`config.mk`:
```
export PLATFORM = sky130hd
export DESIGN_NAME = sorteio_classes
export DESIGN_NICKNAME = d
export VERILOG_FILES = /design/src/rtl/sorteio_classes.sv
export SDC_FILE = /design/constraint.sdc
export NUM_CORES = 1
export LEC_CHECK = 0
export CORE_ASPECT_RATIO = 1.4
export CORE_MARGIN = 2
export CORE_UTILIZATION = 55
export CTS_BUF_LIST = sky130_fd_sc_hd__clkbuf_16
export DETAILED_ROUTE_END_ITERATION = 12
export GPL_ROUTABILITY_DRIVEN = 0
export HOLD_SLACK_MARGIN = 0.12
export PLACE_DENSITY_LB_ADDON = 0.15
export SLEW_MARGIN = 0
export SYNTH_ARGS = -nofsm -noshare
export SYNTH_HDL_FRONTEND = slang
export SYNTH_SLANG_ARGS = --single-unit
```
`constraint.sdc`:
```
create_clock -name clock -period 2.7 [get_ports clock]
set_clock_uncertainty 0.05 [all_clocks]
set_input_delay 0.405 -clock clock [delete_from_list [all_inputs] [get_ports clock]]
set_output_delay 0.405 -clock clock [all_outputs]
set_load 0.01 [all_outputs]
```
`src/rtl/sorteio_classes.sv`:
```
// Role-assignment datapath: latches a seed, fills the role table with the
// fixed role mix, shuffles it with an LFSR-driven Fisher-Yates pass and
// presents the class of the selected player through a registered output.
module sorteio_classes #(
  parameter int          N_JOGADORES  = 8,
  parameter int          N_LOBOS      = 2,
  parameter logic [7:0]  SEED_DEFAULT = 8'hA5,
  localparam int         W            = $clog2(N_JOGADORES)
) (
  input  logic         clock,
  input  logic         reset,
  input  logic         zera,
  input  logic [7:0]   seed_in,
  input  logic         e_seed,
  input  logic [W-1:0] jogador_idx,
  input  logic         mostra_classe,
  output logic [1:0]   classe_out,
  output logic         classe_valida,
  output logic         pronto,
  output logic [2:0]   db_estado
);

  typedef enum logic [2:0] {
    OCIOSO   = 3'd0,
    CARREGA  = 3'd1,
    PREENCHE = 3'd2,
    SORTEIA  = 3'd3,
    TROCA    = 3'd4,
    PRONTO   = 3'd5
  } estado_t;

  estado_t        estado;
  estado_t        estado_prox;
  logic [7:0]     semente;
  logic [7:0]     lfsr;
  logic [7:0]     lfsr_prox;
  logic [1:0]     tabela [N_JOGADORES];
  logic [W-1:0]   i;
  logic [W-1:0]   j;
  logic [3:0]     tentativas;
  logic [W-1:0]   candidato;
  logic           sorteio_ok;
  logic           idx_ok;
  logic           mostrar;

  // Candidate uses the LFSR value before this cycle's step.
  assign candidato  = lfsr[W-1:0];
  assign lfsr_prox  = {lfsr[6:0], lfsr[7] ^ lfsr[5] ^ lfsr[4] ^ lfsr[3]};
  assign sorteio_ok = (candidato <= i) || (tentativas == 4'd15);
  assign idx_ok     = {1'b0, jogador_idx} < (W+1)'(N_JOGADORES);
  assign mostrar    = mostra_classe & pronto & idx_ok;
  assign db_estado  = estado;

  // State register; zera clears synchronously with the same effect as reset.
  // NOTE: sequential state uses non-blocking assignments so every register
  // samples pre-edge values and simulation matches the synthesized flops.
  always_ff @(posedge clock or posedge reset) begin
    if (reset)     estado <= OCIOSO;
    else if (zera) estado <= OCIOSO;
    else           estado <= estado_prox;
  end

  // Next-state logic; e_seed restarts from CARREGA in any legal state.
  // NOTE: estado_prox gets a default before the case so no latch is inferred.
  always_comb begin
    estado_prox = OCIOSO;
    case (estado)
      OCIOSO:   estado_prox = OCIOSO;
      CARREGA:  estado_prox = PREENCHE;
      PREENCHE: estado_prox = SORTEIA;
      SORTEIA:  estado_prox = sorteio_ok ? TROCA : SORTEIA;
      TROCA:    estado_prox = (i == W'(1)) ? PRONTO : SORTEIA;
      PRONTO:   estado_prox = PRONTO;
      default:  estado_prox = OCIOSO;
    endcase
    if (e_seed && (estado <= PRONTO)) estado_prox = CARREGA;
  end

  // Shuffle datapath: seed latch, LFSR, role table, loop index and retries.
  // NOTE: the role table is reset too, because after reset or zera every
  // entry must read as aldeao, so it cannot be mapped to a reset-less RAM.
  always_ff @(posedge clock or posedge reset) begin
    if (reset) begin
      semente    <= '0;
      lfsr       <= '0;
      i          <= '0;
      j          <= '0;
      tentativas <= '0;
      pronto     <= 1'b0;
      for (int k = 0; k < N_JOGADORES; k++) tabela[k] <= 2'd0;
    end else if (zera) begin
      semente    <= '0;
      lfsr       <= '0;
      i          <= '0;
      j          <= '0;
      tentativas <= '0;
      pronto     <= 1'b0;
      for (int k = 0; k < N_JOGADORES; k++) tabela[k] <= 2'd0;
    end else if (e_seed) begin
      semente <= seed_in;
    end else begin
      case (estado)
        CARREGA: begin
          lfsr   <= (semente == 8'd0) ? SEED_DEFAULT : semente;
          pronto <= 1'b0;
        end
        PREENCHE: begin
          for (int k = 0; k < N_JOGADORES; k++) begin
            if (k < N_LOBOS)           tabela[k] <= 2'd1;
            else if (k == N_LOBOS)     tabela[k] <= 2'd2;
            else if (k == N_LOBOS + 1) tabela[k] <= 2'd3;
            else                       tabela[k] <= 2'd0;
          end
          i          <= W'(N_JOGADORES - 1);
          tentativas <= '0;
        end
        SORTEIA: begin
          lfsr <= lfsr_prox;
          if (candidato <= i)            j <= candidato;
          else if (tentativas == 4'd15) j <= i;
          else                           tentativas <= tentativas + 4'd1;
        end
        TROCA: begin
          tabela[i] <= tabela[j];
          tabela[j] <= tabela[i];
          if (i == W'(1)) begin
            pronto <= 1'b1;
          end else begin
            i          <= i - W'(1);
            tentativas <= '0;
          end
        end
        default: ;
      endcase
    end
  end

  // Registered display output, one cycle behind the request.
  always_ff @(posedge clock or posedge reset) begin
    if (reset) begin
      classe_valida <= 1'b0;
      classe_out    <= 2'd0;
    end else if (zera) begin
      classe_valida <= 1'b0;
      classe_out    <= 2'd0;
    end else begin
      classe_valida <= mostrar;
      classe_out    <= mostrar ? tabela[jogador_idx] : 2'd0;
    end
  end

endmodule
```
# --- Word-level counts from Yosys, hierarchy flattened ---
# Index checks and enable logic that the tools add are counted.
# Widths: inputs -> output; s select.
classes:
  n_eq_ne: 12
  order_cmp: 7
  bitwise: 7
  muxes: 51
  addsub: 2
  n_reduce_logical: 18
ops:
  columns: ["cell", "count"]
  rows:
  - ["$mux 8", 5]
  - ["$mux 3", 12]
  - ["$bwmux 16", 2]
  - ["$mux 16", 2]
  - ["$pmux 16 s2", 1]
  - ["$mux 2", 10]
  - ["$mux 4", 5]
  - ["$bmux 2 s3", 3]
  - ["$pmux 8 s2", 1]
  - ["$pmux 3 s5", 1]
  - ["$demux 2 s3", 2]
  - ["$ge 4x4->1 const B", 3]
  - ["$ne 3x3->1 const B", 4]
  - ["$not 3->4", 3]
  - ["$pmux 4 s3", 1]
  - ["$reduce_bool 3->1", 4]
  - ["$reduce_and 3->1", 3]
  - ["$logic_not 8->1", 1]
  - ["$lt 4x1->1 const B", 2]
  - ["$eq 3x1->1 const B", 2]
  - ["$eq 3x2->1 const B", 2]
  - ["$eq 3x3->1 const B", 2]
  - ["$pmux 3 s2", 1]
  - ["$reduce_and 5->1", 1]
  - ["other kinds (15)", 24]
word_totals:
  reg_bits: 49
  output_inout_bits: 7
  inputBits: 16
  wordCells: 114

# --- Logic depth before layout (Yosys ltp) ---
# Gate-level depths: netlist of the first run.
depth:
  depth_word: 10
  mapped_depth: 9

# --- Worst setup path before layout of the first run ---
# OpenSTA, ideal clock, no wires.
synth_timing:
  path_type: "flip-flop to flip-flop"
  startpoint: "register i[1]"
  endpoint: "register tentativas[3]"
  path_slack_ps: 402
  stages_incl_launch_ff: 10
  period_less_slack_ps: 2298
  arrival_ps: 2166
  required_time_ps: 2568
  path_cell_list: "dfrtp_1 -> clkbuf_1 -> inv_1 -> ha_1 -> nand2_1 -> o21ai_0 -> clkbuf_1 -> nand3_1 -> or4_1 -> a31oi_1"
synth_via:
  elab_chain_cells: 3
  word_cells_on_any_way: 5
synth_lines:
  columns: ["element", "line", "source"]
  rows:
  - ["from (decl)", "38", "logic [W-1:0] i;"]
  - ["from (signal assigned)", "114", "i <= W'(N_JOGADORES - 1);"]
  - ["from (signal assigned)", "129", "i <= i - W'(1);"]
  - ["$le 3x3->1 / $eq 3x1->1 (equally long branches)", "119, 126", null]
  - ["$ne 3x3->1 (no source line)", null, null]
  - ["$reduce_and 5->1 (no source line) *", null, null]
  - ["to (signal assigned)", "121", "else tentativas <= tentativas + 4'd1;"]
  - ["to (decl)", "40", "logic [3:0] tentativas;"]
# Mark *: on every way between the ends. The rest lies on a longest branch, timed or not.
# A chain may end at the register's enable or synchronous reset.

# --- Worst setup path after layout of the first run ---
layout_timing:
  startpoint: "register i[1]"
  endpoint: "register tabela[12] in the netlist's numbering"
layout_via:
  elab_chain_cells: 10
  word_cells_on_any_way: 14
layout_lines:
  columns: ["element", "line", "source"]
  rows:
  - ["$not 3->4 (implied by the code) *", "124, 125", null]
  - ["$ge 4x4->1 (implied by the code) / $lt 4x1->1 (equally long branches)", "124", "tabela[i] <= tabela[j];"]
  - ["$logic_and 1x1->1 (implied by the code)", "124", null]
  - ["$mux 2 (implied by the code)", "124", null]
  - ["$demux 2 s3", "124", null]
  - ["$bwmux 16", "124", null]
  - ["$bwmux 16 *", "125", "tabela[j] <= tabela[i];"]
  - ["$pmux 16 s2 *", "102", "case (estado)"]
  - ["$mux 16 *", "99", "end else if (e_seed) begin"]
  - ["$mux 16 *", "91", "end else if (zera) begin"]
  - ["to (signal, indexed assignment)", "124", null]
  - ["to (signal, indexed assignment)", "125", null]
  - ["to (decl)", "37", "logic [1:0] tabela [N_JOGADORES];"]
# Mark *: on every way between the ends. The rest lies on a longest branch, timed or not. The select of a mux whose other input is x is not followed.

==> results.sh, run 1 <==
export IMPL_rsz0062_at_grt="no"
export IMPL_max_vdd_ir_drop_uv=330
export IMPL_drt_iter0_markers=268
export IMPL_avgSynthCellArea_sq_um=9.04
export IMPL_regArea_sq_um=1230
export IMPL_finalCritPeriodShare=0.835
export IMPL_wl_per_cell_um=19.1
export IMPL_status="finished, final reports clean"
export IMPL_maxSlewHeadroom=0.572
export IMPL_clock_sinks=49
export IMPL_cts_max_path_buffers=2
export IMPL_synthFlopType="dfrtp_1"
export IMPL_hold_end="lfsr[6]"
export IMPL_worstPathMaxFanout=5
export IMPL_yosysUniqueCellTypes=68
export IMPL_maxSlewViolCount=0
export IMPL_period_needed_ns=2.25
export IMPL_grt_pass1_wl_um=14700
export IMPL_yosysSeqAreaShare=0.380
export IMPL_synth_cells=357
export IMPL_port_buffers=22
export IMPL_yosys_warnings=0
export IMPL_grt_pass1_vias=2981
export IMPL_die_height_um=94.6
export IMPL_rrSetupSlack_ns=0.45
export IMPL_critPathKind="register to register"
export IMPL_cts_tree="done"
export IMPL_pwr_share_comb=0.120
export IMPL_die_x_um=68.8
export IMPL_power_internal_mw=1.16
export IMPL_synth_net_count=382
export IMPL_cts_resized=0
export IMPL_clkSlewWorstSetupHoldPaths_ns=0.06
export IMPL_p_leak_nw=1.58
export IMPL_p_switching_uw=381
export IMPL_regToRegEndpoint="tabela[12]"
export IMPL_place_ws_ns=0.266
export IMPL_holdCritStartpoint="lfsr[6]"
export IMPL_numCtsBuffers=5
export IMPL_ant_nets=0
export IMPL_total_power_mw=1.54
export IMPL_antenna_found_initial=0
export IMPL_holdPathStages=1
export IMPL_post_cts_buffers=0
export IMPL_start_util=0.558
export IMPL_seqPwrFrac=0.496
export IMPL_grt_max_degree=50
export IMPL_root_buffer="clkbuf_16"
export IMPL_crit_arrival_ns=2.36
export IMPL_switching_share=0.247
export IMPL_synth_seq_cells=49
export IMPL_num_antenna_cells=0
export IMPL_post_route_util=0.644
export IMPL_pwr_share_clk=0.384
export IMPL_crit_chain="mux4_2 -> or2_0 -> a32oi_1 -> nor3_1 -> or4b_1"
export IMPL_drv_cap=0
export IMPL_syn2layout_area_growth_pct=15.3
export IMPL_start_kind="register"
export IMPL_grt_overflow=0
export IMPL_layout_setup_ws_ns=0.446
export IMPL_multi_input_area_sq_um=1860
export IMPL_drc=0
export IMPL_synth_edf_count=0
export IMPL_grt_usage=0.305
export IMPL_layout_nets=409
export IMPL_worstHoldPathType="register to register"
export IMPL_drt_first_pass_iters=4
export IMPL_ctsHoldBuffers=0
export IMPL_n_fill_cell=490
export IMPL_drive_above_1_share=0.106
export IMPL_setup_viol=0
export IMPL_hold_slack_ns=0.463
export IMPL_max_freq_mhz=444
export IMPL_ff2ff_path_depth=5
export IMPL_required_ns=2.81
export IMPL_io_pins=23
export IMPL_power_per_cell_area_nw_per_um2=414
export IMPL_worstSetupEndpointType="register"
export IMPL_slowest_stage="mux4_2"
export IMPL_hold_viol=0
export IMPL_htree_levels=2
export IMPL_core_sq_um=5780
export IMPL_worst_pin_slew_ns=0.642
export IMPL_row_count=33
export IMPL_timing_rr_start="i[1]"
export IMPL_die_area_sq_um=6510
export IMPL_insertion_delay_ns=0.29
export IMPL_num_vias=2937
export IMPL_synthArstFlopShare=1.00
export IMPL_totalWireLength_um=8690
export IMPL_netlist_area_sq_um=3230
export IMPL_hpwl_um=6470
export IMPL_fin_setup_tns_ns=0
export IMPL_max_stage_delay_ns=0.51
export IMPL_via_per_inst=6.45
==> critical path, delay by kind of cell (launching register included) <==
kind             cells  cell delay [ns]
AND/OR/NAND/NOR      3             0.78
multiplexers         1             0.51
flip-flops           1             0.44
AO/OA/AOI/OAI        1             0.35
==> cells by family after synthesis <==
logic type	count (synthesis)	share of synthesized area
compound gates	83	0.191
xor+xnor	5	0.0136
flops	49	0.380
buf+inv	35	0.0453
fa+ha+maj	9	0.0349
mux	24	0.0942
simple gates	152	0.241
==> sequential cells by signal, summed over array words and instances (netlist names) <==
| register | count |
|---|---|
| i | 3 |
| lfsr | 8 |
| classe_valida | 1 |
| semente | 8 |
| db_estado | 3 |
| pronto | 1 |
| tentativas | 4 |
| tabela | 16 |
| j | 3 |
| classe_out | 2 |
==> placed cells by master (no fill, tap or decap), drive strengths merged, types with 3 or more instances in the layout <==
cell,Yosys,final
a211oi,5,5
a21oi,15,15
a221oi,4,4
a311oi,3,3
a31o,3,3
and2,3,3
and3,3,3
buf,7,19
clkbuf,14,5
clkdlybuf4s50,0,22
dfrtp,49,49
ha,9,9
inv,14,17
mux2i,18,18
mux4,5,5
nand2,53,53
nand2b,8,8
nand3,18,18
nand4,3,3
nand4b,3,3
nor2,28,28
nor2b,5,5
nor3,5,5
nor3b,3,3
nor4,3,3
o211ai,8,8
o21ai,9,9
o221ai,11,11
o31ai,5,5
or3,5,5
or4,3,3
xnor2,4,4
==> Yosys cell counts, types with 3 or more instances <==
| master | count | area [sq um] |
|---|---|---|
| a211oi_1 | 4 | 30.0 |
| a21oi_1 | 15 | 75.1 |
| a221oi_1 | 4 | 35.0 |
| a311oi_1 | 3 | 26.3 |
| a31o_2 | 3 | 26.3 |
| and3_1 | 3 | 18.8 |
| buf_2 | 3 | 15.0 |
| clkbuf_1 | 14 | 52.6 |
| dfrtp_1 | 49 | 1230 |
| ha_1 | 9 | 113 |
| inv_1 | 13 | 48.8 |
| mux2i_1 | 18 | 180 |
| mux4_2 | 5 | 113 |
| nand2_1 | 53 | 199 |
| nand2b_1 | 8 | 50.1 |
| nand3_1 | 18 | 90.1 |
| nand4_1 | 3 | 18.8 |
| nand4b_1 | 3 | 26.3 |
| nor2_1 | 27 | 101 |
| nor2b_1 | 5 | 31.3 |
| nor3_1 | 4 | 20.0 |
| nor4_1 | 3 | 18.8 |
| o211ai_1 | 8 | 60.1 |
| o21ai_0 | 8 | 40.0 |
| o221ai_1 | 11 | 96.3 |
| o31ai_1 | 5 | 37.5 |
| or3_1 | 4 | 25.0 |
| or4_1 | 3 | 22.5 |
| xnor2_1 | 4 | 35.0 |
==> power groups by stage <==
| stage | Combinational (mW) | Sequential [mW] | Clock (mW) |
|---|---|---|---|
| CTS | 0.186 | 0.764 | 0.600 |
| finish | 0.185 | 0.764 | 0.591 |
| global route | 0.206 | 0.766 | 0.628 |
| global placement | 0.183 | 0.777 | 0 |
| detailed placement | 0.185 | 0.778 | 0 |
| floorplan | 0.114 | 0.770 | 0 |
==> stage by stage <==
step	area (sq um)	cells
after floorplan	3230	357
after global placement	3580	447
after detailed placement	3580	447
after CTS	3720	455
after global routing	3720	455
final	3720	455
==> cell type report <==
cell class / count / share of cell area
Timing Repair Buffer: 41 / 0.0975
Tap cell: 70 / 0.0235
Sequential cell: 49 / 0.330
Inverter: 14 / 0.0141
Multi-Input combinational cell: 273 / 0.499
Clock inverter: 3 / 0.00303
Clock buffer: 5 / 0.0336
==> worst max-delay path by stage <==
stage / start / to / slack, ns / cells past startpoint
floorplan: i[1] / tentativas[3] / 0.40 / 9
global placement: zera / tabela[3] / 0.30 / 6
detailed placement: zera / tabela[3] / 0.27 / 6
CTS: i[1] / tabela[12] / 0.44 / 5
global route: i[1] / j[0] / 0.29 / 7
finish: i[1] / tabela[12] / 0.45 / 5
==> per-layer routing <==
layer / GRT usage / vias to the layer above / part of all wire
met3: 0.0465 / 35 / 0.044
li1: - / 1380 / -
met5: 0 / - / 0
met2: 0.538 / 117 / 0.54
met1: 0.346 / 1405 / 0.36
met4: 0.150 / 0 / 0.051
Note: power is estimated with default switching activity, not from simulation.
==> run 2, diff against run 1 <==
--- a/config.mk
+++ b/config.mk
@@ -7,7 +7,7 @@
 export LEC_CHECK = 0
 export CORE_ASPECT_RATIO = 1.4
 export CORE_MARGIN = 2
-export CORE_UTILIZATION = 55
+export CORE_UTILIZATION = 53
 export CTS_BUF_LIST = sky130_fd_sc_hd__clkbuf_16
 export DETAILED_ROUTE_END_ITERATION = 12
 export GPL_ROUTABILITY_DRIVEN = 0
==> constraint.sdc (replaced) <==
create_clock -name clock -period 1.88 [get_ports clock]
set_clock_uncertainty 0.05 [all_clocks]
set_input_delay 0.282 -clock clock [delete_from_list [all_inputs] [get_ports clock]]
set_output_delay 0.282 -clock clock [all_outputs]
set_load 0.01 [all_outputs]
==> run 2 against run 1 <==
Effect of this change:
- the run now ends with setup timing left
- register-to-register slack worse by 0.60 ns
- final area increased by 28%
- clock-buffer cell count unchanged
- worst setup slack got worse by 0.60 ns
- first-iteration DRC count down 10%
- wire length grew 29%
- combinational power grew 120%
- final cell count up 18%
- via count increased by 19%
- maximum frequency is 11% higher
- sequential share of layout area shrank 7.1 points
- sequential cell count is the same
==> results.sh, run 2 (same netlist as run 1, synthesis figures left out) <==
export IMPL_grt_max_degree=34
export IMPL_layout_commonest_cell="buf_4"
export IMPL_cts_tree="done"
export IMPL_die_area_sq_um=6740
export IMPL_port_buffers=22
export IMPL_switching_share=0.260
export IMPL_worstSetupEndpointType="register"
export IMPL_top_regs="tabela (16), lfsr (8), semente (8)"
export IMPL_finalCritPeriodShare=1.08
export IMPL_num_antenna_cells=0
export IMPL_clkSlewWorstSetupHoldPaths_ns=0.07
export IMPL_antenna_found_initial=0
export IMPL_root_buffer="clkbuf_16"
export IMPL_p_switching_uw=615
export IMPL_seqPwrFrac=0.463
export IMPL_hold_viol=0
export IMPL_grt_usage=0.346
export IMPL_worstPathMaxFanout=5
export IMPL_ctsHoldBuffers=0
export IMPL_power_internal_mw=1.75
export IMPL_critPathKind="register to register"
export IMPL_numCtsBuffers=5
export IMPL_totalWireLength_um=11200
export IMPL_critPathLaunch="j[1]"
export IMPL_final_cell_mix="buf_4 (91), nand2_1 (50), dfrtp_1 (42)"
export IMPL_grt_pass1_vias=3681
export IMPL_max_freq_mhz=493
export IMPL_crit_arrival_ns=2.16
export IMPL_largest_reg_flops=16
export IMPL_io_pins=23
export IMPL_violations="setup timing"
export IMPL_grt_overflow=0
export IMPL_row_count=33
export IMPL_drt_iter0_markers=240
export IMPL_drv_cap=0
export IMPL_regMostFlops="tabela"
export IMPL_required_ns=2.01
export IMPL_finish_instance_area_sq_um=4780
export IMPL_period_needed_ns=2.03
export IMPL_core_sq_um=5860
export IMPL_start_util=0.551
export IMPL_ant_nets=0
export IMPL_maxSlewViolCount=0
export IMPL_layout_nets=492
export IMPL_num_vias=3486
export IMPL_cts_max_path_buffers=2
export IMPL_via_per_inst=6.49
export IMPL_p_leak_nw=2.15
export IMPL_setup_viol=19
export IMPL_pwr_share_comb=0.171
export IMPL_worst_pin_slew_ns=0.399
export IMPL_syn2layout_area_growth_pct=48.0
export IMPL_worstHoldPathType="input pin to asynchronous set/reset pin"
export IMPL_regToRegEndpoint="tabela[11]"
export IMPL_place_area_sq_um=4220
export IMPL_die_x_um=70.0
export IMPL_rsz0062_at_grt="yes"
export IMPL_max_vdd_ir_drop_uv=524
export IMPL_maxSlewHeadroom=0.731
export IMPL_drive_above_1_share=0.398
export IMPL_wl_per_cell_um=20.9
export IMPL_htree_levels=2
export IMPL_status="finished, violations left"
export IMPL_insertion_delay_ns=0.29
export IMPL_drt_first_pass_iters=5
export IMPL_grt_pass1_wl_um=18000
export IMPL_power_per_cell_area_nw_per_um2=495
export IMPL_ff2ff_path_depth=5
export IMPL_clock_sinks=49
export IMPL_hold_slack_ns=0.257
export IMPL_die_height_um=96.3
export IMPL_timing_rr_start="j[1]"
export IMPL_pwr_share_clk=0.366
export IMPL_hpwl_um=7890
export IMPL_start_kind="register"
export IMPL_drc=0
export IMPL_layout_setup_ws_ns=-0.150
export IMPL_critical_path_endpoint="tabela[11]"
export IMPL_rrSetupSlack_ns=-0.15
==> run 2: changes by cell type in the layout (fill, tap and decap cells not counted), sizes merged <==
cell / before / now
inv: 17 / 14
clkdlybuf4s50: 22 / 21
dlymetal6s2s: 0 / 1
buf: 19 / 102
clkinv: 0 / 2
==> run 2: repair_timing <==
| action | CTS | global route |
|---|---|---|
| endpoints found under the setup margin | 28 | 32 |
| pin swaps | 17 | 18 |
| gates resized for setup | 49 | 34 |
| buffers inserted | 9 | 4 |
==> run 2: worst min-delay path by stage <==
stage          cells after the start       start             to
3_3_place_gp                       1     lfsr[6]        lfsr[6]
6_report                           2       reset  classe_valida
5_1_grt                            2       reset  classe_valida
3_5_place_dp                       1     lfsr[6]        lfsr[6]
4_1_cts                            2       reset  classe_valida
2_1_floorplan                      2  seed_in[0]     semente[0]
==> run 2: metrics by stage <==
step                      setup WS (ns)   util  TNS [ns]  power [mW]  std cells
final                            -0.150  0.815     -1.47        2.36        537
after global routing             -0.213  0.815     -2.70        2.43        537
after CTS                        -0.157  0.790     -1.31        2.34        534
after detailed placement         -0.321  0.720     -5.66        1.45        518
after global placement           -0.312  0.720     -4.30        1.45        518
after floorplan                 -0.0946      -    -0.597        1.30        357
==> run 2: worst max-delay path, cell delays in order (launching register included) <==
cell      delay (ns)
dfrtp_2         0.43
buf_4           0.14
mux2_2          0.35
a221oi_2        0.38
o22ai_1         0.20
a311o_1         0.38
==> run 2: metal layers <==
layer	up-vias	global-route usage	wire (um)
met5	-	0	0
met4	0	0.232	768
met3	67	0.0555	469
met2	174	0.667	6180
met1	1703	0.337	3820
li1	1542	-	-
==> run 2: area by class of cell <==
cell class | count | area (sq um)
sequential | 49 | 1230
inverter | 14 | 72.6
timing repair buffer | 124 | 1050
multi-input combinational | 273 | 2200
clock buffer | 5 | 125
tap | 70 | 87.6
clock inverter | 2 | 7.51
fill | 363 | 1090
==> run 2: power by group through the flow <==
stage | Combinational [mW] | Sequential (mW) | Clock [mW]
after floorplan | 0.190 | 1.11 | 0
after global placement | 0.333 | 1.11 | 0
after detailed placement | 0.340 | 1.11 | 0
after CTS | 0.385 | 1.09 | 0.860
after global routing | 0.433 | 1.10 | 0.897
final | 0.404 | 1.09 | 0.864
